File: src/rtl/eh2_lsu_amo_wrbuf_if.sv
// AMO write-buffer bus bundle.
// Groups the dc3 AMO push side, the dc2 forwarding lookup and the DCCM
// write port of eh2_lsu_amo_wrbuf.
//   slave  : the write buffer itself (receives AMOs, drives DCCM requests)
//   master : the surrounding LSU pipe / DCCM model (drives AMOs, ready)
interface eh2_lsu_amo_wrbuf_if #(
  parameter int unsigned ADDRW = 16
);
  // dc3 AMO push side
  logic             amo_valid_dc3;
  logic             flush_dc3;
  logic             amo_tid_dc3;
  logic [ADDRW-1:0] amo_addr_dc3;
  logic [31:0]      amo_data_dc3;
  logic             amo_stall_dc3;
  // dc2 forwarding lookup
  logic [ADDRW-1:0] lkup_addr_dc2;
  logic             fwd_hit_dc2;
  logic [31:0]      fwd_data_dc2;
  // DCCM write port
  logic             dccm_wr_req;
  logic             dccm_wr_ready;
  logic [ADDRW-1:0] dccm_wr_addr;
  logic [31:0]      dccm_wr_data;
  logic             dccm_wr_tid;
  // status
  logic             amo_buf_empty;

  modport slave (
    input  amo_valid_dc3, flush_dc3, amo_tid_dc3, amo_addr_dc3, amo_data_dc3,
    input  lkup_addr_dc2, dccm_wr_ready,
    output amo_stall_dc3, fwd_hit_dc2, fwd_data_dc2,
    output dccm_wr_req, dccm_wr_addr, dccm_wr_data, dccm_wr_tid, amo_buf_empty
  );

  modport master (
    output amo_valid_dc3, flush_dc3, amo_tid_dc3, amo_addr_dc3, amo_data_dc3,
    output lkup_addr_dc2, dccm_wr_ready,
    input  amo_stall_dc3, fwd_hit_dc2, fwd_data_dc2,
    input  dccm_wr_req, dccm_wr_addr, dccm_wr_data, dccm_wr_tid, amo_buf_empty
  );
endinterface

File: src/rtl/eh2_lsu_amo_wrbuf.sv
// In-order write buffer for AMO/SC results heading to the DCCM.
// Entries are pushed from dc3, drained one per accepted DCCM write, and
// forwarded to a dc2 lookup by word address (youngest match wins).
// Ports:
//   clk  : clock, all state updates on the rising edge
//   rst  : synchronous active-high reset
//   bus  : eh2_lsu_amo_wrbuf_if.slave (AMO push, dc2 lookup, DCCM write port)
module eh2_lsu_amo_wrbuf #(
  parameter int unsigned DEPTH = 2,
  parameter int unsigned ADDRW = 16
) (
  input logic                 clk,
  input logic                 rst,
  eh2_lsu_amo_wrbuf_if.slave  bus
);

  localparam int unsigned PTRW = $clog2(DEPTH);
  localparam int unsigned CNTW = $clog2(DEPTH + 1);

  logic [PTRW-1:0]  rd_ptr_q, rd_ptr_d;
  logic [PTRW-1:0]  wr_ptr_q, wr_ptr_d;
  logic [CNTW-1:0]  count_q, count_d;
  logic [DEPTH-1:0] valid_q, valid_d;

  logic [ADDRW-1:0] addr_q [DEPTH];
  logic [31:0]      data_q [DEPTH];
  logic [DEPTH-1:0] tid_q;

  logic full, empty, push, pop, wr_req;

  assign full   = (count_q == CNTW'(DEPTH));
  assign empty  = (count_q == '0);
  // Stall looks only at the current count; a same-cycle pop does not
  // free a slot for this cycle's AMO.
  assign push   = bus.amo_valid_dc3 & ~bus.flush_dc3 & ~full & ~rst;
  assign wr_req = ~empty & ~rst;
  assign pop    = wr_req & bus.dccm_wr_ready;

  always_comb begin
    rd_ptr_d = rd_ptr_q;
    wr_ptr_d = wr_ptr_q;
    count_d  = count_q;
    valid_d  = valid_q;
    if (push) begin
      wr_ptr_d          = wr_ptr_q + PTRW'(1);
      valid_d[wr_ptr_q] = 1'b1;
    end
    if (pop) begin
      rd_ptr_d          = rd_ptr_q + PTRW'(1);
      valid_d[rd_ptr_q] = 1'b0;
    end
    case ({push, pop})
      2'b10:   count_d = count_q + CNTW'(1);
      2'b01:   count_d = count_q - CNTW'(1);
      default: count_d = count_q;
    endcase
  end

  always_ff @(posedge clk) begin
    if (rst) begin
      rd_ptr_q <= '0;
      wr_ptr_q <= '0;
      count_q  <= '0;
      valid_q  <= '0;
    end else begin
      rd_ptr_q <= rd_ptr_d;
      wr_ptr_q <= wr_ptr_d;
      count_q  <= count_d;
      valid_q  <= valid_d;
    end
  end

  // Payload storage needs no reset: it is only observed through valid
  // entries, and the outputs are zeroed while the buffer is empty.
  always_ff @(posedge clk) begin
    if (push) begin
      addr_q[wr_ptr_q] <= bus.amo_addr_dc3;
      data_q[wr_ptr_q] <= bus.amo_data_dc3;
      tid_q[wr_ptr_q]  <= bus.amo_tid_dc3;
    end
  end

  assign bus.amo_stall_dc3 = full & ~rst;
  assign bus.amo_buf_empty = ~wr_req;
  assign bus.dccm_wr_req   = wr_req;
  assign bus.dccm_wr_addr  = wr_req ? addr_q[rd_ptr_q] : '0;
  assign bus.dccm_wr_data  = wr_req ? data_q[rd_ptr_q] : '0;
  assign bus.dccm_wr_tid   = wr_req ? tid_q[rd_ptr_q]  : 1'b0;

  // Forwarding: walk entries oldest to youngest so later matches override,
  // then let the same-cycle push (youngest of all) override. An entry being
  // popped this cycle is still valid here and therefore still forwards.
  logic [PTRW-1:0] fidx;
  logic            fhit;
  logic [31:0]     fdata;

  always_comb begin
    fhit  = 1'b0;
    fdata = '0;
    fidx  = '0;
    for (int unsigned k = 0; k < DEPTH; k++) begin
      fidx = rd_ptr_q + PTRW'(k);
      if (valid_q[fidx] &&
          (addr_q[fidx][ADDRW-1:2] == bus.lkup_addr_dc2[ADDRW-1:2])) begin
        fhit  = 1'b1;
        fdata = data_q[fidx];
      end
    end
    if (push && (bus.amo_addr_dc3[ADDRW-1:2] == bus.lkup_addr_dc2[ADDRW-1:2])) begin
      fhit  = 1'b1;
      fdata = bus.amo_data_dc3;
    end
    if (rst) begin
      fhit  = 1'b0;
      fdata = '0;
    end
  end

  assign bus.fwd_hit_dc2  = fhit;
  assign bus.fwd_data_dc2 = fdata;

endmodule

File: src/flat_wrapper.sv
// flat-port wrapper written by rule: the top's interface ports become plain ports
module eh2_lsu_amo_wrbuf_flat 
#(
  parameter int unsigned DEPTH = 2,
  parameter int unsigned ADDRW = 16
)
  (clk, rst, bus_amo_valid_dc3, bus_flush_dc3, bus_amo_tid_dc3, bus_amo_addr_dc3, bus_amo_data_dc3, bus_lkup_addr_dc2, bus_dccm_wr_ready, bus_amo_stall_dc3, bus_fwd_hit_dc2, bus_fwd_data_dc2, bus_dccm_wr_req, bus_dccm_wr_addr, bus_dccm_wr_data, bus_dccm_wr_tid, bus_amo_buf_empty);
  eh2_lsu_amo_wrbuf_if #(.ADDRW(ADDRW)) bus_i ();
  input logic clk;
  input logic rst;
  input wire logic [$bits(bus_i.amo_valid_dc3)-1:0] bus_amo_valid_dc3;
  input wire logic [$bits(bus_i.flush_dc3)-1:0] bus_flush_dc3;
  input wire logic [$bits(bus_i.amo_tid_dc3)-1:0] bus_amo_tid_dc3;
  input wire logic [$bits(bus_i.amo_addr_dc3)-1:0] bus_amo_addr_dc3;
  input wire logic [$bits(bus_i.amo_data_dc3)-1:0] bus_amo_data_dc3;
  input wire logic [$bits(bus_i.lkup_addr_dc2)-1:0] bus_lkup_addr_dc2;
  input wire logic [$bits(bus_i.dccm_wr_ready)-1:0] bus_dccm_wr_ready;
  output wire logic [$bits(bus_i.amo_stall_dc3)-1:0] bus_amo_stall_dc3;
  output wire logic [$bits(bus_i.fwd_hit_dc2)-1:0] bus_fwd_hit_dc2;
  output wire logic [$bits(bus_i.fwd_data_dc2)-1:0] bus_fwd_data_dc2;
  output wire logic [$bits(bus_i.dccm_wr_req)-1:0] bus_dccm_wr_req;
  output wire logic [$bits(bus_i.dccm_wr_addr)-1:0] bus_dccm_wr_addr;
  output wire logic [$bits(bus_i.dccm_wr_data)-1:0] bus_dccm_wr_data;
  output wire logic [$bits(bus_i.dccm_wr_tid)-1:0] bus_dccm_wr_tid;
  output wire logic [$bits(bus_i.amo_buf_empty)-1:0] bus_amo_buf_empty;
  assign bus_i.amo_valid_dc3 = bus_amo_valid_dc3;
  assign bus_i.flush_dc3 = bus_flush_dc3;
  assign bus_i.amo_tid_dc3 = bus_amo_tid_dc3;
  assign bus_i.amo_addr_dc3 = bus_amo_addr_dc3;
  assign bus_i.amo_data_dc3 = bus_amo_data_dc3;
  assign bus_i.lkup_addr_dc2 = bus_lkup_addr_dc2;
  assign bus_i.dccm_wr_ready = bus_dccm_wr_ready;
  assign bus_amo_stall_dc3 = bus_i.amo_stall_dc3;
  assign bus_fwd_hit_dc2 = bus_i.fwd_hit_dc2;
  assign bus_fwd_data_dc2 = bus_i.fwd_data_dc2;
  assign bus_dccm_wr_req = bus_i.dccm_wr_req;
  assign bus_dccm_wr_addr = bus_i.dccm_wr_addr;
  assign bus_dccm_wr_data = bus_i.dccm_wr_data;
  assign bus_dccm_wr_tid = bus_i.dccm_wr_tid;
  assign bus_amo_buf_empty = bus_i.amo_buf_empty;
  eh2_lsu_amo_wrbuf #(.DEPTH(DEPTH), .ADDRW(ADDRW)) u_core (.clk(clk), .rst(rst), .bus(bus_i));
endmodule
File: config.mk
export PLATFORM = sky130hd
export DESIGN_NAME = eh2_lsu_amo_wrbuf_flat
export DESIGN_NICKNAME = d
export VERILOG_FILES = /design/src/rtl/eh2_lsu_amo_wrbuf_if.sv /design/src/rtl/eh2_lsu_amo_wrbuf.sv /design/src/flat_wrapper.sv
export SDC_FILE = /design/constraint.sdc
export NUM_CORES = 1
export LEC_CHECK = 0
export ABC_AREA = 0
export BUFFER_PORTS_ARGS = -buffer_cell sky130_fd_sc_hd__buf_2
export CAP_MARGIN = 20
export CORE_MARGIN = 5
export CORE_UTILIZATION = 50
export DETAILED_ROUTE_END_ITERATION = 10
export PLACE_DENSITY_LB_ADDON = 0.2
export SLEW_MARGIN = 20
export SYNTH_ARGS = -nofsm -noshare
export SYNTH_HDL_FRONTEND = slang
export SYNTH_SLANG_ARGS = --single-unit
export TNS_END_PERCENT = 1
File: constraint.sdc
create_clock -name clk -period 5.4 [get_ports clk]
set_input_delay 1.08 -clock clk [delete_from_list [all_inputs] [get_ports clk]]
set_output_delay 1.08 -clock clk [all_outputs]
set_load 0.01 [all_outputs]
Word level (Yosys, flattened, before mapping):

Memories as Yosys holds them, arrays and structs flattened. A register that Yosys moved wholly into a read port is not among the register bits.
Index checks and enable logic that the tools add are counted.

* equal/unequal tests: 6
* $add $sub $neg: 4
* reduce and logical (&&, ||, !) cells: 7
* bitwise gates (word level): 14
* $lt $le $gt $ge: 5
* mux-type cells: 31

Operators with widths (count)
* $mux 32: 5
* $eq 14x14->1: 3
* $mux 1: 19
* $mux 16: 1
* $and 1x1->1: 6
* $lt 1x2->1 const B: 3
* $logic_and 1x1->1: 5
* $not 1->1: 5
* $eq 2x2->1 const B: 2
* $mux 2: 2
* $pmux 2 s2: 1
* $add 1x1->1 const B: 2
* $add 2x1->2 const B: 1
* $and 2x2->2: 1
* $bwmux 2: 1
* $demux 1 s1: 2
* $eq 2x1->1 const B: 1
* $ge 1x1->1 const B: 2
* $logic_not 2->1: 1
* $not 2->2: 1
* $or 2x2->2: 1
* $reduce_bool 2->1: 1
* $sub 2x1->2 const B: 1

* RAM bits: 96
* memories kept: 2
* logic and storage cells: 74
* register bits after elaboration: 8
* output and inout port bits: 85

Memory list
* u_core.data_q: depth 2, bits a word 32, read ports 2, clocked after memory_dff 1, wr ports 1, line eh2_lsu_amo_wrbuf.sv:26 `logic [31:0] data_q [DEPTH];`
* u_core.addr_q: depth 2, bits a word 16, read ports 2, clocked after memory_dff 1, wr ports 1, line eh2_lsu_amo_wrbuf.sv:25 `logic [ADDRW-1:0] addr_q [DEPTH];`

Longest topological paths before layout:

* word-level depth: 8
* depth in mapped cells: 10
* mapped depth without buffers: 9

Worst setup path before layout:

Ideal clock, no wire load.

* path type: input to register
* start: input port rst
* end: memory u_core.addr_q[0][0] (enable)
* path buffers: 1
* arrival: 3.620 ns
* setup time: 0.459 ns
* required time: 4.941 ns
* stages: 4
* slack: 1.322 ns
* path through: buf_6 -> nor3b_4 -> nand2_1 -> nor2_1

* word-level cells in the longest chain between the ends: 4

Ends and longest elaborated chain
* from (decl): line flat_wrapper.sv:10 `input logic rst;`
* $not 1->1: line eh2_lsu_amo_wrbuf.sv:35 `assign push = bus.amo_valid_dc3 & ~bus.flush_dc3 & ~full & ~rst;`
* $and 1x1->1: line eh2_lsu_amo_wrbuf.sv:35
* $mux 1: line eh2_lsu_amo_wrbuf.sv:76 `if (push) begin`
* $mux 1 (implied by the code): line eh2_lsu_amo_wrbuf.sv:77 `addr_q[wr_ptr_q] <= bus.amo_addr_dc3;`
* to (decl): line eh2_lsu_amo_wrbuf.sv:25

No other way between the ends.

Final worst setup path:

* start: input port rst
* end: output port bus_fwd_data_dc2[5]

* word-level cells in the longest chain between the ends: 5

Ends and longest elaborated chain
* $not 1->1: line eh2_lsu_amo_wrbuf.sv:35
* $and 1x1->1: line eh2_lsu_amo_wrbuf.sv:35
* $logic_and 1x1->1: line eh2_lsu_amo_wrbuf.sv:109 `if (push && (bus.amo_addr_dc3[ADDRW-1:2] == bus.lkup_addr_dc2[ADDRW-1:2])) begin`
* $mux 32: line eh2_lsu_amo_wrbuf.sv:109
* $mux 32 (*): line eh2_lsu_amo_wrbuf.sv:113 `if (rst) begin`
* to (decl): line flat_wrapper.sv:20 `output wire logic [$bits(bus_i.fwd_data_dc2)-1:0] bus_fwd_data_dc2;`

Every way passes the cells marked *; elsewhere a longest branch is shown, timed or not.

==> metrics.yaml <==
postCtsSetupBuffers: 0
fmax_ghz: 0.2106
nets: 715
path_cells: "buf_2 > nor3b_4 > nand4_1 > or4_1 > nand2b_2 > nor2_2 > buf_4 > a211o_1 > buf_2"
min_period_over_period_pct: 87.95
leakagePower_nw: 2.786
yosysUniqueCellTypes: 38
grt_overflow: 0
postSynth.asyncResetShare_pct: 0
hold_viol_final: 0
hp-start: "u_core.count_q[1]"
vdd_drop_max_uv: 170.9
yosysSeqAreaShare_pct: 51.16
die_y_um: 119.8
path_max_fanout: 18
grt_antenna_before_repair: 0
max-cap-violations: 0
power.density_nw_per_um2: 247.4
post_drt_via_cell_ratio: 5.600
multiInputGateArea_um2: 2713
r2r_slack_ns: 3.11
synth.largest_area_cell: "edfxtp_1"
vias: 4463
path_class: "primary input to output port"
status: "completed"
worst_ep_arrival_time_ns: 3.67
dpl.hpwl_um: 10000
die_area_um2: 14350
root_buffer: "clkbuf_16"
worstReg2RegEnd: "u_core.data_q[0][4]"
slowest_stage: "or4_1"
use_met3_pct: 3.299
cts_sinks: 105
cpMostUsedCell: "buf_2"
finClkSkew_ns: 0.006421
gp_congestion: 0.8036
synth-main-ff-cell: "edfxtp_1"
path_buf_inv: 3
ant_nets: 0
worst_hold_path.endpoint: "u_core.count_q[1]"
wire_per_inst_um: 19.04
syn_nets: 582
htreeDepth: 3
yosysMostFrequentCell: "edfxtp_1"
synth_top_area_share_pct: 48.84
grt_pass1_vias: 4589
coreArea_um2: 11910
tns_ns: 0
final_cell_area_um2: 7124
place_inst: 780
syn_area_per_cell_um2: 11.79
areaGrowthSynthToFinish_pct: 18.23
rsz0062_at_grt: "false"
dpl_cell_area_um2: 6839
core.rowCount: 40
holdWs_ns: 0.5131
crit_start: "rst"
synth-edff-count: 98
die_w_um: 119.8
drive_gt1_share_pct: 28.81
initial_core_util_pct: 50.59
critPathMaxStageDelay_ns: 0.59
grt-busiest-layer: "met2"
track_usage_pct: 21.19
tightest_slew_ns: 0.9634
cts_made_buffers: 9
cp-end-kind: "output port"
synth_area_leaders: "edfxtp_1 49%, mux2i_1 16%, xnor2_1 6.1%, a211o_1 4.7%, nor3b_1 4.0%"
worstPathRequired_ns: 4.32
cts_tree: "done"
num-fill-cells: 991
synth.cell_area_um2: 6026
dr.pass1.iters: 4
syn_inst: 511
wirelength_um: 15170
grt_max_degree: 65
hp-class: "flip-flop to flip-flop"
drt_iter0_drc: 231
grt_first_pass_wirelength_um: 23980
postCtsHoldBufs: 0
grtUsageMet2_pct: 37.08
grtUsageMet1_pct: 27.14
synth_common_cells: "98 x edfxtp_1, 95 x mux2i_1, 59 x nor2_1"
slew_headroom_pct: 35.77
setup_viol_count_final: 0
clock_latency_ns: 0.34
reg2reg_from: "u_core.count_q[0]"
drc_errors: 0
io_buffers: 152
layoutNonFillerInstCount: 797
cts_resized: 0
fin_crit_ns: 4.749
crit_family: "simple AND/OR/NAND/NOR gates"
yosysWarnings: 0
fin_util_pct: 59.81
start_kind: "primary input"
io_pins: 155
regArea_um2: 3088
ys_ff_latch: 105
clockBufferDepth: 2
slew_violations: 0
holdPathStages: 2
clk_pin_slew_worst_paths_ns: 0.07
reg2regPathDepth: 4
[per-layer routing]
metal / vias up / wire length (um)
li1: 2144 / -
met1: 2166 / 6541
met2: 138 / 7610
met3: 15 / 809
met4: 0 / 212
met5: - / 0
[kinds of logic (layout without fill, tap and decap cells)]
kind of cell	count (synthesis)	after routing	synth area share, %
and+or+nand+nor	180	180	16.76
muxes	95	95	15.78
adders and majority gates	1	1	0.2076
xor gates and xnor gates	46	46	6.686
DFF	105	105	51.16
AOI/OAI and AO/OA	39	39	5.461
other	0	1	0
buffers and inverters	45	183	3.945
[state kept, by name, summed over array words and instances (netlist names), named ones only]
register         count
u_core.data_q       64
u_core.addr_q       32
u_core.count_q       2
u_core.tid_q         2
u_core.valid_q       2
u_core.rd_ptr_q      1
u_core.wr_ptr_q      1
[worst max-delay path by stage]
stage,to,slack [ns],cells after the start
3_5_place_dp,bus_fwd_data_dc2[5],0.66,9
3_3_place_gp,bus_fwd_data_dc2[5],0.70,9
2_1_floorplan,u_core.addr_q[0][0],1.32,4
4_1_cts,bus_fwd_data_dc2[5],0.65,9
5_1_grt,bus_fwd_data_dc2[19],0.51,9
6_report,bus_fwd_data_dc2[5],0.65,9
[cell usage in the layout, fill, tap and decap left out, drive strengths merged, types with 4 or more instances in the layout]
| cell type | netlist | layout |
|---|---|---|
| dfxtp | 7 | 7 |
| nor3b | 33 | 33 |
| nor2b | 31 | 31 |
| nor2 | 60 | 60 |
| mux2i | 95 | 95 |
| xnor2 | 42 | 42 |
| nand4 | 6 | 6 |
| clkbuf | 23 | 13 |
| a211o | 32 | 32 |
| xor2 | 4 | 4 |
| edfxtp | 98 | 98 |
| buf | 17 | 162 |
| inv | 5 | 5 |
| nor4 | 5 | 5 |
| nor3 | 36 | 36 |
[power breakdown]
group | internal, mW | total [mW] | leakage (nW) | switching, mW
registers | 0.908 | 0.928 | 0.948 | 0.0205
logic | 0.0874 | 0.198 | 1.70 | 0.111
clock network | 0.360 | 0.636 | 0.134 | 0.276
total | 1.35 | 1.76 | 2.79 | 0.408
[metrics by stage]
| stage | power (mW) | worst slack [ns] |
|---|---|---|
| 2_1_floorplan | 1.063 | 1.322 |
| 5_1_grt | 1.828 | 0.5107 |
| 3_3_place_gp | 1.140 | 0.6998 |
| 3_5_place_dp | 1.145 | 0.6566 |
| 6_report | 1.763 | 0.6509 |
| 4_1_cts | 1.775 | 0.6544 |
[worst reg2reg max path, delay by kind of cell (launching register included)]
| kind | cells | cell delay, ns |
|---|---|---|
| flops | 1 | 0.39 |
| buf+inv | 1 | 0.52 |
| simple gates | 3 | 1.03 |
[layout make-up]
class,instances,area share [%]
inverter,5,0.2634
sequential,105,43.34
clock inverter,3,0.5971
tap,147,2.582
antenna,1,0.03512
clock buffer,13,3.372
multi-input combinational,361,38.08
timing repair buffer,162,11.73
Power figures use the tool's default switching activity.
